[config.mk]
export PLATFORM = sky130hd
export DESIGN_NAME = byte_packer
export DESIGN_NICKNAME = d
export VERILOG_FILES = /design/src/rtl/byte_packer.sv
export SDC_FILE = /design/constraint.sdc
export NUM_CORES = 1
export LEC_CHECK = 0
export CORE_MARGIN = 2
export CORE_UTILIZATION = 50
export DETAILED_ROUTE_END_ITERATION = 6
export GPL_TIMING_DRIVEN = 0
export PLACE_DENSITY = 0.71
export SETUP_SLACK_MARGIN = 0.02
export SYNTH_ARGS = -nofsm -noshare
export SYNTH_HDL_FRONTEND = slang
export SYNTH_SLANG_ARGS = --single-unit
export TNS_END_PERCENT = 100
[constraint.sdc]
create_clock -name clk -period 2.1 [get_ports clk]
set_clock_uncertainty 0.1 [all_clocks]
set_input_delay 0.525 -clock clk [delete_from_list [all_inputs] [get_ports clk]]
set_output_delay 0.525 -clock clk [all_outputs]
set_load 0.01 [all_outputs]
[src/rtl/byte_packer.sv]
// Receive-side byte assembler: packs the UART byte stream MSB-first into 128-bit
// blocks behind a one-deep output register, with an inter-byte idle timeout.
module byte_packer #(
  parameter int TIMEOUT_CYCLES = 100000
) (
  input  logic         clk,
  input  logic         reset,
  input  logic [7:0]   rx_data,
  input  logic         rx_valid,
  output logic [127:0] block_out,
  output logic         block_valid,
  input  logic         block_ready,
  output logic [4:0]   byte_count,
  output logic         overflow,
  output logic         timeout
);

  localparam int IDLE_W = (TIMEOUT_CYCLES > 1) ? $clog2(TIMEOUT_CYCLES + 1) : 1;
  // The limit fires on the edge where the idle count would step up to TIMEOUT_CYCLES.
  localparam logic [IDLE_W-1:0] IDLE_LAST = IDLE_W'((TIMEOUT_CYCLES > 0) ? (TIMEOUT_CYCLES - 1) : 0);

  logic [127:0]      asm_r, asm_s;
  logic [3:0]        cnt_r, cnt_s;
  logic [127:0]      out_r, out_s;
  logic              out_full_r, out_full_s;
  logic              overflow_r, overflow_s;
  logic              timeout_r, timeout_s;
  logic [IDLE_W-1:0] idle_r, idle_s;
  logic [127:0]      word_s;
  logic              complete_s;

  assign word_s     = {asm_r[119:0], rx_data};
  assign complete_s = rx_valid && (cnt_r == 4'd15);

  // Next-state logic: byte accept, output-stage arbitration and idle timeout.
  always_comb begin
    asm_s      = asm_r;
    cnt_s      = cnt_r;
    out_s      = out_r;
    out_full_s = out_full_r;
    overflow_s = 1'b0;
    timeout_s  = 1'b0;
    idle_s     = idle_r;

    if (rx_valid) begin
      asm_s = word_s;
      if (cnt_r == 4'd15) begin
        cnt_s = 4'd0;
      end else begin
        cnt_s = cnt_r + 4'd1;
      end
    end else begin
      asm_s = asm_r;
    end

    // A completing block may replace a block that transfers on this same edge.
    if (complete_s) begin
      if (!out_full_r || block_ready) begin
        out_s      = word_s;
        out_full_s = 1'b1;
      end else begin
        overflow_s = 1'b1;
      end
    end else if (out_full_r && block_ready) begin
      out_full_s = 1'b0;
    end else begin
      out_full_s = out_full_r;
    end

    if ((TIMEOUT_CYCLES == 0) || rx_valid || (cnt_r == 4'd0)) begin
      idle_s = '0;
    end else if (idle_r == IDLE_LAST) begin
      idle_s    = '0;
      cnt_s     = 4'd0;
      timeout_s = 1'b1;
    end else begin
      idle_s = idle_r + IDLE_W'(1);
    end
  end

  // State registers, cleared asynchronously.
  always_ff @(posedge clk or negedge reset) begin
    if (!reset) begin
      asm_r      <= 128'd0;
      cnt_r      <= 4'd0;
      out_r      <= 128'd0;
      out_full_r <= 1'b0;
      overflow_r <= 1'b0;
      timeout_r  <= 1'b0;
      idle_r     <= '0;
    end else begin
      asm_r      <= asm_s;
      cnt_r      <= cnt_s;
      out_r      <= out_s;
      out_full_r <= out_full_s;
      overflow_r <= overflow_s;
      timeout_r  <= timeout_s;
      idle_r     <= idle_s;
    end
  end

  assign block_out   = out_r;
  assign block_valid = out_full_r;
  assign byte_count  = {1'b0, cnt_r};
  assign overflow    = overflow_r;
  assign timeout     = timeout_r;

endmodule

==> metrics.csv <==
metric,value,unit
initial cell density of the core,51.1,%
# clock sinks,272,
Final #Nets,841,
"slowest stage delay, CP",0.54,ns
"Worst Path Class, Setup",flop to output pin,
Die Y,148,microns
crit path DAT,1.42,ns
post-synth top area share,65.4,%
Synth Warn #,0,
initial antenna violation count,0,
Num CTS Buffers,28,
Root Driver,clkbuf_16,
most frequent cells in the layout,"269 x dfrtp_1, 248 x mux2_2, 58 x dlymetal6s2s_1",
n_diodes,0,
Post-synth EDFFs,0,
endpoints failing setup,0,
register area,6810,sq um
drt drc,0,
WP buf/inv,1,
"Primary FF master, synth",dfrtp_1,
Final Hold Vio Count,0,
#FFs+latches synth,272,
combinational cell fraction of total power,27.0,%
"Seq/Total Area, Yosys",65.4,%
vias in the first global route,6242,
Antenna Nets Post-Route,0,
final non-filler cell area,13300,sq um
syn avg cell area,16.2,sq um
fin crit period,2.04,ns
I/O pin count,148,
Die Wd,148,microns
sw power,5230,uW
Overflow after GRT,0,
multi-input logic area,3360,sq um
"Net Count, Synth",659,
Final Power,18500,uW
first-pass GRT wire length,33200,microns
sw frac,28.3,%
Worst-Margin Slew,0.634,ns
Cells after Synth,644,
cell internal power dissipation,13300,uW
Longest Clk Path Bufs,3,
asr flop ratio synth,100,%
"CTS clk-pin slew, worst paths",0.06,ns
max-cap violations,0,
TritonCTS clock tree,yes,
final worst-path cycle share,97.1,%
crit path cell chain,clkdlybuf4s50_1,
"CP delay by family, top",buffers and inverters,
clock latency on the worst-skew pair,0.53,ns
Hold Path Class,flop to flop,
Port Buffers,145,
GPL Wtd Cong,0.769,
global-route usage over all layers,18.8,%
H-tree levels,1,
fmax,0.490,GHz
max-slew violations,0,
busiest grt layer,met2,
iteration-0 DRC count of the detailed router,194,
Die Area,22000,sq um
Via-to-Cell Ratio,5.17,
Yosys cell types,30,
clock network power share,26.5,%
VDD IR max,0.741,mV
post-DR wirelength/cell,18.2,microns
Crit Path Max Fanout,2,
CP required,1.47,ns
cell row count,52,
cell area after synthesis,10400,sq um
M3 GR Usage,4.20,%
DRT Pass-1 Iters,4,
outcome,"complete, no violations",
Seq pwr share,46.4,%
top post-synthesis cells by area,"dfrtp_1 65%, mux2_2 27%, buf_6 1.4%, xor2_1 0.93%, nor2_1 0.79%",
Slew Limit Headroom,57.7,%
pwr dens,1390,nW/um^2
M2 GR Usage,30.8,%
post-DP HPWL,13900,microns
slowest cell on the critical path,clkdlybuf4s50_1,
FILL cells,1476,
dpl cell area,12300,sq um
crit start category,flop,
Vias,5772,
GR Util met1,25.5,%
layout cells sized above 1,39.7,%
Critical Path Sink Type,output pin,
final wirelength,20400,microns
core area,20400,sq um
Lkg Pwr,0.00685,uW
Area Overhead vs Synth,28.2,%
Yosys top cell by area,dfrtp_1,
pin count of the biggest net entering global routing,115,
"leading cell type in the layout, fill and taps excluded",dfrtp_1,
==> timing repair <==
item                                    CTS  global route
pin swaps                                 0             1
gates cloned                              0             1
resized for setup                        55            64
setup buffers                             2             1
hold buffers                              1             0
endpoints found under the setup margin  171           188
endpoints found under the hold margin    51             0
==> stage by stage <==
stage	worst slack [ns]	util, %	cells	hold WS (ns)	TNS, ns
detailed placement	-0.358	60.2	1061	0.378	-39.69
CTS	0.0206	64.7	1114	0.349	0
global route	-0.0238	65.5	1116	0.410	-0.568
finish	0.0599	65.5	1116	0.387	0
floorplan	0.215	-	644	0.129	0
global placement	-10.49	59.9	1059	0.362	-2888.31
==> cell families after synthesis <==
group / count (synthesis) / share of synthesized area (%)
AOI/OAI and AO/OA: 7 / 0.457
adders and majority gates: 3 / 0.361
DFF: 272 / 65.4
muxes: 249 / 26.9
xor gates and xnor gates: 15 / 1.26
other: 1 / 0.0360
and+or+nand+nor: 60 / 3.05
buffers and inverters: 37 / 2.52
==> final timing paths <==
check                                            from                         to  slack (ns)  cells past startpoint
setup / recovery           block_out[127]$_DFFE_PN0P_             block_out[127]        0.06                      1
hold / removal                    idle_r[0]$_DFF_PN0_        idle_r[0]$_DFF_PN0_        0.39                      1
setup reg to reg                   cnt_r[0]$_DFF_PN0_  block_out[88]$_DFFE_PN0P_        0.09                      6
hold reg to reg                   idle_r[0]$_DFF_PN0_        idle_r[0]$_DFF_PN0_        0.39                      1
max in group asynchronous                       reset      asm_r[14]$_DFFE_PN0P_        0.57                      3
min in group asynchronous                       reset      asm_r[73]$_DFFE_PN0P_        0.43                      2
==> sequential cells by signal, summed over array words and instances (netlist names) <==
| register | flops |
|---|---|
| timeout | 1 |
| asm_r | 120 |
| overflow | 1 |
| cnt_r | 4 |
| idle_r | 17 |
| block_out | 128 |
| block_valid | 1 |
==> power groups by stage <==
stage | clock, uW | combinational [uW] | sequential [uW]
after floorplan | 0 | 2140 | 8760
after global placement | 0 | 5280 | 8650
after detailed placement | 0 | 5410 | 8740
after CTS | 5020 | 5200 | 8650
after global routing | 5260 | 5400 | 8880
final | 4910 | 5000 | 8600
==> layout make-up <==
class | instances | area share (%)
Inverter | 5 | 0.141
Tap cell | 270 | 2.53
Clock inverter | 9 | 0.563
Clock buffer | 41 | 6.45
Buffer | 32 | 1.88
Multi-Input combinational cell | 335 | 25.1
Timing Repair Buffer | 152 | 12.2
Sequential cell | 272 | 51.0
==> routing by layer <==
layer	up-vias	share of wire (%)
li1	2630	-
met1	2964	43
met2	143	49
met3	35	6.0
met4	0	2.4
met5	-	0
==> synth_stat cells, drive strengths merged (4+ instances only) <==
master,count
nand2,5
nand3,8
nor2,22
xor2,11
dfrtp,272
nand4,9
xnor2,4
buf,29
and4,5
mux2,248
inv,5
Note: power is estimated with default switching activity, not from simulation.
